`src/rtl/hazard_ctrl_pkg.sv`:
```
// Shared definitions for the pipeline hazard controller: FSM encoding and bubble instruction.
// No logic; types and constants only.
// Imported by hazard_ctrl and its sub-modules.
package hazard_ctrl_pkg;

    typedef enum logic [1:0] {
        ST_RUN       = 2'd0,
        ST_REDIRECT  = 2'd1,
        ST_IMEM_WAIT = 2'd2
    } hazard_state_t;

    localparam logic [31:0] NOP_INSTRUCTION = 32'h0000_0013;

endpackage

```
`src/rtl/hazard_perf_cnt.sv`:
```
// Saturating performance counters for PC-stall cycles and taken-branch flush events.
// Latency: counts visible one clk after the qualifying cycle.
// Backpressure: none; counters stick at all-ones instead of wrapping.
module hazard_perf_cnt (
    input  logic        clk,
    input  logic        rst_n,
    input  logic        stall_inc,
    input  logic        flush_inc,
    output logic [31:0] stall_cycles,
    output logic [31:0] flush_events
);

    logic [31:0] stall_q;
    logic [31:0] flush_q;

    always_ff @(posedge clk or negedge rst_n) begin
        if (!rst_n) begin
            stall_q <= '0;
            flush_q <= '0;
        end else begin
            if (stall_inc && (stall_q != '1)) stall_q <= stall_q + 32'd1;
            if (flush_inc && (flush_q != '1)) flush_q <= flush_q + 32'd1;
        end
    end

    assign stall_cycles = stall_q;
    assign flush_events = flush_q;

endmodule

```
`src/rtl/hazard_ctrl.sv`:
```
// Pipeline hazard controller: load-use stalls, branch squash, imem wait and dmem freeze (perf counters under HAZARD_PERF_CNT_EN).
// Latency: stall/flush outputs are combinational from inputs and current state; state/counters update on clk.
// Backpressure: dmem_busy_i freezes every stage and all internal state; outputs forced low while rst_n is low.
module hazard_ctrl
    import hazard_ctrl_pkg::*;
#(
    parameter int BRANCH_FLUSH_CYCLES = 1,
    parameter int IMEM_TIMEOUT        = 255
) (
    input  logic        clk,
    input  logic        rst_n,
    input  logic [4:0]  id_rs1_i,
    input  logic [4:0]  id_rs2_i,
    input  logic        id_uses_rs1_i,
    input  logic        id_uses_rs2_i,
    input  logic [4:0]  ex_rd_i,
    input  logic        ex_mem_read_i,
    input  logic        ex_branch_taken_i,
    input  logic        imem_ready_i,
    input  logic        dmem_busy_i,
    output logic        pc_stall_o,
    output logic        if_id_stall_o,
    output logic        if_id_flush_o,
    output logic        id_ex_stall_o,
    output logic        id_ex_flush_o,
    output logic        ex_mem_stall_o,
    output logic [1:0]  state_o,
    output logic        imem_timeout_o,
    output logic [31:0] stall_cycles_o,
    output logic [31:0] flush_events_o
);

    localparam logic [2:0]  FLUSH_LOAD = 3'(BRANCH_FLUSH_CYCLES);
    localparam logic [15:0] TO_LIMIT   = 16'(IMEM_TIMEOUT);

    hazard_state_t state_q, state_d;
    logic [2:0]    redir_q, redir_d;
    logic [15:0]   to_cnt_q, to_cnt_d;
    logic          to_flag_q, to_flag_d;
    logic          to_hit;
    logic          load_use;
    logic          pc_stall, if_id_stall, if_id_flush, id_ex_stall, id_ex_flush, ex_mem_stall;

    assign load_use = ex_mem_read_i && (ex_rd_i != 5'd0) &&
                      ((id_uses_rs1_i && (id_rs1_i == ex_rd_i)) ||
                       (id_uses_rs2_i && (id_rs2_i == ex_rd_i)));

    always_comb begin
        pc_stall     = 1'b0;
        if_id_stall  = 1'b0;
        if_id_flush  = 1'b0;
        id_ex_stall  = 1'b0;
        id_ex_flush  = 1'b0;
        ex_mem_stall = 1'b0;
        state_d      = state_q;
        redir_d      = redir_q;
        to_cnt_d     = to_cnt_q;
        to_flag_d    = to_flag_q;
        to_hit       = 1'b0;

        if (dmem_busy_i) begin
            pc_stall     = 1'b1;
            if_id_stall  = 1'b1;
            id_ex_stall  = 1'b1;
            ex_mem_stall = 1'b1;
        end else begin
            // Timeout flag asserts in the cycle the low streak reaches the limit.
            if (imem_ready_i) begin
                to_cnt_d = '0;
            end else begin
                if (to_cnt_q != TO_LIMIT) to_cnt_d = to_cnt_q + 16'd1;
                if (to_cnt_q >= TO_LIMIT - 16'd1) to_hit = 1'b1;
            end
            to_flag_d = to_flag_q | to_hit;

            if (state_q == ST_IMEM_WAIT && imem_ready_i) state_d = ST_RUN;

            if (ex_branch_taken_i) begin
                if_id_flush = 1'b1;
                id_ex_flush = 1'b1;
                if (FLUSH_LOAD != 3'd0) begin
                    state_d = ST_REDIRECT;
                    redir_d = FLUSH_LOAD;
                end else begin
                    state_d = ST_RUN;
                    redir_d = '0;
                end
            end else if (load_use) begin
                pc_stall    = 1'b1;
                if_id_stall = 1'b1;
                id_ex_flush = 1'b1;
            end else if (state_q == ST_REDIRECT) begin
                if_id_flush = 1'b1;
                if (imem_ready_i) begin
                    redir_d = redir_q - 3'd1;
                    if (redir_q <= 3'd1) state_d = ST_RUN;
                end
            end else if (!imem_ready_i) begin
                pc_stall    = 1'b1;
                if_id_flush = 1'b1;
                state_d     = ST_IMEM_WAIT;
            end else begin
                state_d = ST_RUN;
            end
        end
    end

    always_ff @(posedge clk or negedge rst_n) begin
        if (!rst_n) begin
            state_q   <= ST_RUN;
            redir_q   <= '0;
            to_cnt_q  <= '0;
            to_flag_q <= 1'b0;
        end else begin
            state_q   <= state_d;
            redir_q   <= redir_d;
            to_cnt_q  <= to_cnt_d;
            to_flag_q <= to_flag_d;
        end
    end

    // Reset must silence the combinational controls too, not just the flops.
    assign pc_stall_o     = rst_n & pc_stall;
    assign if_id_stall_o  = rst_n & if_id_stall;
    assign if_id_flush_o  = rst_n & if_id_flush;
    assign id_ex_stall_o  = rst_n & id_ex_stall;
    assign id_ex_flush_o  = rst_n & id_ex_flush;
    assign ex_mem_stall_o = rst_n & ex_mem_stall;
    assign imem_timeout_o = rst_n & (to_flag_q | to_hit);
    assign state_o        = state_q;

`ifdef HAZARD_PERF_CNT_EN
    logic flush_evt;
    assign flush_evt = rst_n & ~dmem_busy_i & ex_branch_taken_i;

    hazard_perf_cnt u_perf (
        .clk          (clk),
        .rst_n        (rst_n),
        .stall_inc    (pc_stall_o),
        .flush_inc    (flush_evt),
        .stall_cycles (stall_cycles_o),
        .flush_events (flush_events_o)
    );
`else
    assign stall_cycles_o = '0;
    assign flush_events_o = '0;
`endif

endmodule

```
`config.mk`:
```
export PLATFORM = sky130hd
export DESIGN_NAME = hazard_ctrl
export DESIGN_NICKNAME = d
export VERILOG_FILES = /design/src/rtl/hazard_ctrl_pkg.sv /design/src/rtl/hazard_perf_cnt.sv /design/src/rtl/hazard_ctrl.sv
export SDC_FILE = /design/constraint.sdc
export NUM_CORES = 1
export LEC_CHECK = 0
export ABC_AREA = 1
export BUFFER_PORTS_ARGS = -buffer_cell sky130_fd_sc_hd__buf_2
export CAP_MARGIN = 20
export CELL_PAD_IN_SITES_DETAIL_PLACEMENT = 0
export CELL_PAD_IN_SITES_GLOBAL_PLACEMENT = 1
export CORE_MARGIN = 4
export CORE_UTILIZATION = 29
export DETAILED_ROUTE_END_ITERATION = 8
export PLACE_DENSITY = 0.87
export SLEW_MARGIN = 30
export SYNTH_ARGS = -nofsm -noshare
export SYNTH_HDL_FRONTEND = slang
export SYNTH_HIERARCHICAL = 1
export SYNTH_SLANG_ARGS = --single-unit
```
`constraint.sdc`:
```
create_clock -name clk -period 1.6 [get_ports clk]
set_input_delay 0.24 -clock clk [delete_from_list [all_inputs] [get_ports clk]]
set_output_delay 0.24 -clock clk [all_outputs]
set_load 0.005 [all_outputs]
```
==> results.cfg <==
[run_status]
outcome = complete, but fails checks
violations = negative setup slack

[setup_path]
critPathLaunchType = flip-flop
crit_fanout = 3
cp-end-kind = primary output
critPathRequiredTime_ps = 1360
setup.worst_path.class = flip-flop to primary output
worst_ep_arrival_time_ps = 1440

[logic_synthesis]
synth_cells = 329
synth_flop_cell = dfrtp_1
yosysUniqueCellTypes = 25
synth_largest_area_cell = dfrtp_1
yosys_warnings = 6
yosysSeqAreaShare_pct = 25.4
avgSynthCellArea_um2 = 6.58
ys_seq_elements = 22
yosys-top-cells-count = nand2_1 (87), buf_4 (65), inv_1 (39)
synth_top_area_share_pct = 25.4
synth.area.top_cells = dfrtp_1 (25%), buf_4 (23%), nand2_1 (15%), inv_1 (6.8%), nand3_1 (5.5%)
async_reset_ff_share_pct = 100
synth_edf_count = 0
syn_area_mm2 = 0.00216
yosysMostFrequentCell = nand2_1

[route]
drc = 0
drt_wl_total_um = 5870
dr.pass1.iters = 5
drtIter0Drc = 148
detail-route-antenna-nets = 0
num_vias = 2159
wire_per_inst_um = 11.7
vias_per_cell = 4.31

[place]
gp_congestion = 0.838
placed_cell_area_mm2 = 0.00232
port_buffers = 31
post-place-ws_ps = 53.2
dp_hpwl_um = 4120

[power_and_ir_drop]
ir_drop_v = 0.000302
sw_frac_of_total_pct = 34.4
comb_power_share_pct = 31.3
netSwitchingPower_w = 0.000510
clock_power_share_pct = 24.4
seq_power_share_pct = 44.4
internal-power_w = 0.000972
p_leak_nw = 1.52
powerDensity_mw_per_mm2 = 549

[sta]
fmax_ghz = 0.595
final-setup-viol-count = 16
whs_ps = 25.9
fin_crit_ps = 1680
setup_ws_ps = -81.9
fin_worst_skew_ps = 2.97
tns_ps = -603
final-hold-violation-count = 0
period_share_pct = 105
rsz0062_at_grt = true
slew_violations = 0

[worst_hold_path]
hold_class = input port to asynchronous set/reset pin

[clock_network]
clockBufferDepth = 2
clk_latency_ps = 270
cts_buffers = 3
cts_tree = built
clk_pin_slew_ps = 80
numClockSinks = 22
root_buffer = clkbuf_8
clock_tree.htree_level_count = 1

[final_layout]
fillers = 770
nNetsFinal = 430
multi_input_area_mm2 = 0.00125
n_antenna_cell = 0
final_core_util_pct = 37.2
drive_above_1_share_pct = 26.1
layout.area.seq_um2 = 551
fin_area_mm2 = 0.00270
syn_to_final_growth_pct = 24.7

[floorplan]
placementRows = 31
fp.dieH_um = 94.4
io_pins = 96
die_x_um = 94.4
initial_utilization_pct = 29.8
dieArea_mm2 = 0.00891
coreArea_mm2 = 0.00725

[global_routing]
grt_max_degree = 23
grt_use_total_pct = 11.2
grt_pass1_wl_um = 8110
grt_pass1_vias = 1793
antenna_found_initial = 0
gr-total-overflow = 0

[flow_run]
maxCapViolCount = 0
## final cells by class
cell class                 instances  share of cell area, %
multi-input combinational        260                   46.4
timing repair buffer              76                   21.4
sequential                        22                   20.4
inverter                          41                   5.70
tap                               99                   4.59
clock buffer                       3                   1.53
## layout by cell type (no fill, tap or decap), drive strengths merged
cell type and instances:
o211ai 1, dfrtp 22, a31oi 1, a21boi 1, a21oi 3, xnor2 1
nand2 89, o21ai 17, xor2 6, nor2 28, ha 3, nand4 15
inv 41, o31ai 1, nor3 6, nand3 24, clkbuf 5, conb 64
buf 74
## routing by layer
layer	part of all wire (%)	GRT usage, %	wire (µm)
met1	39	13.3	2300
met2	53	21.7	3110
met3	6.1	0.956	355
met4	1.7	2.53	97
met5	0	0	0
## cell families after synthesis
kind of cell	count (synthesis)	share of synthesized area [%]
AND/OR/NAND/NOR	162	32.3
buffers and inverters	110	31.0
XOR/XNOR	7	2.83
adder cells (fa/ha/maj)	3	1.73
AO/OA/AOI/OAI	24	6.47
flip-flops	22	25.4
other	1	0.173
## path summary, 6_finish.rpt
path / start / depth (start not counted) / to / slack, ps
setup / recovery: to_cnt_q[1] / 7 / imem_timeout_o / -80
min in group clk: dmem_busy_i / 3 / state_o[1] / 250
hold reg to reg: to_flag_q / 2 / to_flag_q / 480
hold / removal: rst_n / 2 / to_cnt_q[0] / 30
setup reg to reg: to_cnt_q[1] / 10 / to_cnt_q[13] / -60
max in group asynchronous: rst_n / 2 / to_cnt_q[14] / 1340
## critical path, cell delays in order, from the launching register on
cell      delay (ps)
dfrtp_1          400
buf_6            140
ha_4             140
o211ai_1         140
nand2_1           90
nand2_2           80
a21oi_2           60
buf_2            120
## power by group through the flow
stage | logic, W | clock network, W | registers (W)
after CTS | 0.000406 | 0.000367 | 0.000657
after floorplan | 0.000350 | 0 | 0.000661
final | 0.000464 | 0.000361 | 0.000657
after detailed placement | 0.000382 | 0 | 0.000666
after global placement | 0.000372 | 0 | 0.000662
after global routing | 0.000523 | 0.000394 | 0.000663
## repair_timing
action,in CTS,in global routing
setup endpoints to repair,1,22
setup buffers,11,15
pin swaps,3,4
hold buffers,0,0
resized for setup,9,22
gates cloned,0,3
## flip-flops by register name (all words and copies together) (netlist names)
signal and cells:
to_cnt_q 16, state_o 2, redir_q 3, to_flag_q 1
## through the flow
step                      cells  power [W]
final                       501    0.00148
after global routing        501    0.00158
after CTS                   487    0.00143
after detailed placement    473    0.00105
after global placement      473    0.00103
after floorplan             392    0.00101
No activity file was read; power rests on OpenSTA's default activity.
